$ cat src/rtl/match_sequencer_pkg.sv
// rtl/match_sequencer_pkg.sv - shared match state, winner and serve direction encodings
package match_sequencer_pkg;

    typedef enum logic [2:0] {
        ST_IDLE   = 3'd0,
        ST_SERVE  = 3'd1,
        ST_PLAY   = 3'd2,
        ST_GOAL   = 3'd3,
        ST_PAUSED = 3'd4,
        ST_OVER   = 3'd5
    } state_t;

    localparam logic [1:0] WIN_NONE  = 2'b00;
    localparam logic [1:0] WIN_LEFT  = 2'b01;
    localparam logic [1:0] WIN_RIGHT = 2'b10;

    localparam logic SERVE_LEFT  = 1'b0;
    localparam logic SERVE_RIGHT = 1'b1;

endpackage

$ cat src/rtl/match_sequencer_frame_tick_gen.sv
// rtl/match_sequencer_frame_tick_gen.sv - free-running divider producing a registered frame step pulse
module frame_tick_gen #(
    parameter int CLK_DIV = 833333
) (
    input  logic clk,
    input  logic reset,
    output logic tick
);

    localparam int CW = $clog2(CLK_DIV);
    localparam logic [CW-1:0] LAST = CW'(CLK_DIV - 1);

    logic [CW-1:0] cnt;

    always_ff @(posedge clk or posedge reset) begin
        if (reset) begin
            cnt  <= '0;
            tick <= 1'b0;
        end else begin
            tick <= (cnt == LAST);
            cnt  <= (cnt == LAST) ? '0 : cnt + 1'b1;
        end
    end

endmodule

$ cat src/rtl/match_sequencer.sv
// rtl/match_sequencer.sv - round/match controller: serve timing, scoring, pause and winner
module match_sequencer
    import match_sequencer_pkg::*;
#(
    parameter int CLK_DIV      = 833333,
    parameter int SERVE_FRAMES = 60,
    parameter int PAUSE_FRAMES = 90,
    parameter int WIN_SCORE    = 7
) (
    input  logic       clk,
    input  logic       reset,
    input  logic       start,
    input  logic       pause,
    input  logic       goal_l,
    input  logic       goal_r,
    output logic       frame_tick,
    output logic       puck_run,
    output logic       puck_center,
    output logic       serve_dir,
    output logic [2:0] score_l,
    output logic [2:0] score_r,
    output logic [1:0] winner,
    output logic [2:0] game_state
);

    localparam int MAXF = (SERVE_FRAMES > PAUSE_FRAMES) ? SERVE_FRAMES : PAUSE_FRAMES;
    localparam int CW   = $clog2(MAXF + 1);
    localparam logic [CW-1:0] SERVE_LOAD = CW'(SERVE_FRAMES);
    localparam logic [CW-1:0] PAUSE_LOAD = CW'(PAUSE_FRAMES);
    localparam logic [2:0]    WIN        = 3'(WIN_SCORE);

    state_t        state, state_nx;
    logic [CW-1:0] cd, cd_nx;
    logic [2:0]    score_l_nx, score_r_nx;
    logic [1:0]    winner_nx;
    logic          serve_dir_nx;
    logic          start_q, pause_q;
    logic          start_ev, pause_ev;

    frame_tick_gen #(.CLK_DIV(CLK_DIV)) u_tick (
        .clk   (clk),
        .reset (reset),
        .tick  (frame_tick)
    );

    assign start_ev = start & ~start_q;
    assign pause_ev = pause & ~pause_q;

    always_ff @(posedge clk or posedge reset) begin
        if (reset) begin
            state     <= ST_IDLE;
            cd        <= '0;
            score_l   <= 3'd0;
            score_r   <= 3'd0;
            winner    <= WIN_NONE;
            serve_dir <= SERVE_RIGHT;
            start_q   <= 1'b0;
            pause_q   <= 1'b0;
        end else begin
            state     <= state_nx;
            cd        <= cd_nx;
            score_l   <= score_l_nx;
            score_r   <= score_r_nx;
            winner    <= winner_nx;
            serve_dir <= serve_dir_nx;
            start_q   <= start;
            pause_q   <= pause;
        end
    end

    always_comb begin
        state_nx     = state;
        cd_nx        = cd;
        score_l_nx   = score_l;
        score_r_nx   = score_r;
        winner_nx    = winner;
        serve_dir_nx = serve_dir;
        case (state)
            ST_IDLE: begin
                if (start_ev) begin
                    state_nx = ST_SERVE;
                    cd_nx    = SERVE_LOAD;
                end
            end
            ST_SERVE: begin
                if (frame_tick) begin
                    cd_nx = cd - 1'b1;
                    if (cd == 1) state_nx = ST_PLAY;
                end
            end
            ST_PLAY: begin
                // the conceding player receives the next serve
                if (goal_l && !goal_r) begin
                    score_r_nx   = score_r + 3'd1;
                    serve_dir_nx = SERVE_LEFT;
                    state_nx     = ST_GOAL;
                    cd_nx        = PAUSE_LOAD;
                end else if (goal_r && !goal_l) begin
                    score_l_nx   = score_l + 3'd1;
                    serve_dir_nx = SERVE_RIGHT;
                    state_nx     = ST_GOAL;
                    cd_nx        = PAUSE_LOAD;
                end else if (pause_ev && !goal_l && !goal_r) begin
                    state_nx = ST_PAUSED;
                end
            end
            ST_PAUSED: begin
                if (pause_ev) state_nx = ST_PLAY;
            end
            ST_GOAL: begin
                if (frame_tick) begin
                    cd_nx = cd - 1'b1;
                    if (cd == 1) begin
                        if (score_l == WIN || score_r == WIN) begin
                            state_nx  = ST_OVER;
                            winner_nx = (score_l == WIN) ? WIN_LEFT : WIN_RIGHT;
                        end else begin
                            state_nx = ST_SERVE;
                            cd_nx    = SERVE_LOAD;
                        end
                    end
                end
            end
            ST_OVER: begin
                if (start_ev) begin
                    score_l_nx   = 3'd0;
                    score_r_nx   = 3'd0;
                    winner_nx    = WIN_NONE;
                    serve_dir_nx = SERVE_RIGHT;
                    state_nx     = ST_SERVE;
                    cd_nx        = SERVE_LOAD;
                end
            end
            default: state_nx = ST_IDLE;
        endcase
    end

    assign game_state  = state;
    assign puck_run    = (state == ST_PLAY);
    assign puck_center = (state == ST_IDLE) || (state == ST_SERVE) || (state == ST_OVER);

endmodule
$ cat config.mk
export PLATFORM = sky130hd
export DESIGN_NAME = match_sequencer
export DESIGN_NICKNAME = d
export VERILOG_FILES = /design/src/rtl/match_sequencer_pkg.sv /design/src/rtl/match_sequencer_frame_tick_gen.sv /design/src/rtl/match_sequencer.sv
export SDC_FILE = /design/constraint.sdc
export NUM_CORES = 1
export LEC_CHECK = 0
export ABC_AREA = 1
export CAP_MARGIN = 0
export CORE_MARGIN = 2
export CORE_UTILIZATION = 55
export DETAILED_ROUTE_END_ITERATION = 8
export PLACE_DENSITY = 0.85
export SLEW_MARGIN = 20
export SYNTH_ARGS = -nofsm -noshare
export SYNTH_HDL_FRONTEND = slang
export SYNTH_HIERARCHICAL = 1
export SYNTH_SLANG_ARGS = --single-unit
$ cat constraint.sdc
create_clock -name clk -period 2.15 [get_ports clk]
set_input_delay 0.43 -clock clk [delete_from_list [all_inputs] [get_ports clk]]
set_output_delay 0.43 -clock clk [all_outputs]
set_load 0.02 [all_outputs]
==> impl_metrics.env <==
export IMPL_status="finished clean"
export IMPL_max_slew_margin_pct=73.1
export IMPL_setup_tns_ns=0
export IMPL_rsz0062_at_grt="false"
export IMPL_drv_slew=0
export IMPL_hpwl_microns=4660
export IMPL_worst_slack_ns=0.0838
export IMPL_critPathMaxFanout=8
export IMPL_timing_rr_start="score_l[0]"
export IMPL_crit_type="register to output pin"
export IMPL_r2r_slack_ns=0.29
export IMPL_worstSkewPairLatency_ns=0.30
export IMPL_die_w_microns=75.1
export IMPL_finalNetCount=407
export IMPL_via_per_inst=5.24
export IMPL_initial_core_util_pct=58.0
export IMPL_worst_setup_path_start_kind="register"
export IMPL_peakVddDrop_mv=0.537
export IMPL_ys_ff_latch=42
export IMPL_endpoint_kind="output pin"
export IMPL_globalplace_congestion=0.959
export IMPL_vias=2405
export IMPL_required_ns=1.72
export IMPL_wire_per_inst_microns=12.9
export IMPL_drt_antenna_violating_nets=0
export IMPL_fillers=378
export IMPL_layout_common_cells="nand2_1, nor2_1, dfrtp_1, inv_1, nand3_1"
export IMPL_h_tree_depth=2
export IMPL_dp_slack_ns=0.172
export IMPL_crit_arrival_ns=1.64
export IMPL_clock_path_buffers=2
export IMPL_grt_pass1_wl_microns=10400
export IMPL_clockRootBuffer="clkbuf_8"
export IMPL_layout_drive_gt1_share_pct=19.1
export IMPL_synth_distinct_cells=34
export IMPL_diodes=0
export IMPL_setup_viol=0
export IMPL_synth_area_per_cell_sq_um=7.67
export IMPL_antenna_found_initial=0
export IMPL_dieArea_sq_mm=0.00563
export IMPL_area_growth_syn_to_layout_pct=15.7
export IMPL_syn_area_sq_mm=0.00278
export IMPL_row_count=25
export IMPL_leakagePower_nw=1.57
export IMPL_synth_area_leaders="dfrtp_1, nand2_1, nor2_1"
export IMPL_final_common_cell="nand2_1"
export IMPL_clock_skew_ns=0.00668
export IMPL_cts_buffers=5
export IMPL_crit_start="game_state[2]"
export IMPL_post_route_period_util_pct=96.1
export IMPL_clk_pin_slew_ns=0.08
export IMPL_p_per_area_mw_per_mm2=1160
export IMPL_finalHoldViolations=0
export IMPL_worstHoldPathType="input pin to async pin"
export IMPL_netlist_area_leader_share_pct=37.0
export IMPL_grt_pass1_vias=2397
export IMPL_cts_tree="done"
export IMPL_portBuffers=20
export IMPL_grtUsageTotal_pct=24.2
export IMPL_ys_warn_count=6
export IMPL_syn_nets=378
export IMPL_wirelength_microns=5930
export IMPL_ioPinCount=21
export IMPL_grt_max_degree=22
export IMPL_core_sq_mm=0.00479
export IMPL_postCtsSetupRepairBufs=0
export IMPL_fmax_ghz=0.484
export IMPL_dr_pass1_iters=4
export IMPL_synth_top_cell_by_area="dfrtp_1"
export IMPL_overflow=0
export IMPL_tightest_slew_ns=0.402
export IMPL_drc=0
export IMPL_yosysSeqAreaShare_pct=37.9
export IMPL_syn_inst=362
export IMPL_cts_sinks=42
export IMPL_period_needed_ns=2.07
export IMPL_cap_violations=0
export IMPL_fp_dieH_microns=75.1
export IMPL_drt_initial_drc_count=140
## cell usage after synthesis
cell type  count
nor2_2        11
xor2_1        11
inv_1         34
nand2_2       13
ha_1          10
buf_6          3
and2_0         1
nand2_4        2
inv_2          9
o31ai_1        1
dfrtp_1       41
nand3_2        7
o21ai_2        3
nor2_1        52
a21oi_2        1
o21ai_0        5
nor2_4        10
nor3_1         4
and2_1         1
nand3_1       26
o22ai_1        1
nand3b_1       1
nor3_4         1
xnor2_1        2
o21ai_1        5
buf_2          1
nor2_8         1
or2_1          1
a21oi_1        3
nand4_1        7
nand2_1       90
a22o_1         2
dfstp_2        1
inv_6          1
## power breakdown
| group | internal (mW) | switching [mW] |
|---|---|---|
| Sequential | 0.955 | 0.193 |
| Clock | 0.495 | 0.275 |
| Combinational | 0.698 | 1.10 |
## kinds of logic (layout without fill, tap and decap cells)
family | Yosys count | after routing | synth area share [%]
AND/OR/NAND/NOR | 228 | 228 | 41.2
buffers and inverters | 48 | 78 | 7.53
flip-flops | 42 | 42 | 37.9
AO/OA/AOI/OAI | 21 | 21 | 4.73
XOR/XNOR | 13 | 13 | 4.10
adder cells (fa/ha/maj) | 10 | 10 | 4.51
## per-stage QoR
step           instances  total power, mW  hold WS, ns  instance area (sq um)  utilization [%]
2_1_floorplan        362             2.45        0.406                   2780                -
3_3_place_gp         451             2.88        0.487                   3070             64.1
3_5_place_dp         451             2.94        0.487                   3070             64.1
4_1_cts              459             3.72        0.351                   3210             67.1
5_1_grt              459             3.98        0.376                   3210             67.1
6_report             459             3.72        0.340                   3210             67.1
## path summary, 6_finish.rpt
path                       depth (start not counted)        endpoint
max in group asynchronous                          3       serve_dir
setup / recovery                                   2   game_state[2]
hold / removal                                     2   game_state[1]
setup reg to reg                                   9           cd[5]
min in group clk                                   1  u_tick/cnt[16]
hold reg to reg                                    1  u_tick/cnt[16]
## critical path: stages, from the launching register on
cell,delay [ns]
dfrtp_1,0.47
buf_4,0.24
clkdlybuf4s50_1,0.62
## cell type report
| cell class | instances | area [sq um] | share of cell area (%) |
|---|---|---|---|
| Timing Repair Buffer | 26 | 248 | 7.71 |
| Tap cell | 67 | 83.8 | 2.61 |
| Clock inverter | 2 | 60.1 | 1.87 |
| Clock buffer | 6 | 82.6 | 2.57 |
| Multi-Input combinational cell | 272 | 1520 | 47.2 |
| Sequential cell | 42 | 1050 | 32.8 |
| Inverter | 44 | 170 | 5.30 |
## routing by layer
layer  global-route usage (%)  vias to the layer above  wire length, microns
met4                     8.73                        0                   121
met1                     30.4                     1135                  2610
met2                     42.1                       61                  2980
met5                        0                        -                     0
met3                     4.02                       13                   221
li1                         -                     1196                     -
## state kept, by name (all words and copies together), names as in the netlist
| signal | flops |
|---|---|
| score_l | 3 |
| start_q | 1 |
| score_r | 3 |
| u_tick/cnt | 20 |
| serve_dir | 1 |
| winner | 2 |
| game_state | 3 |
| u_tick/tick | 1 |
| cd | 7 |
| pause_q | 1 |
## timing repair
item | 4_1_cts | 5_1_grt
setup endpoints to repair | 0 | 1
resized for setup | 0 | 2
hold buffers | 0 | 0
Power figures use the tool's default switching activity.
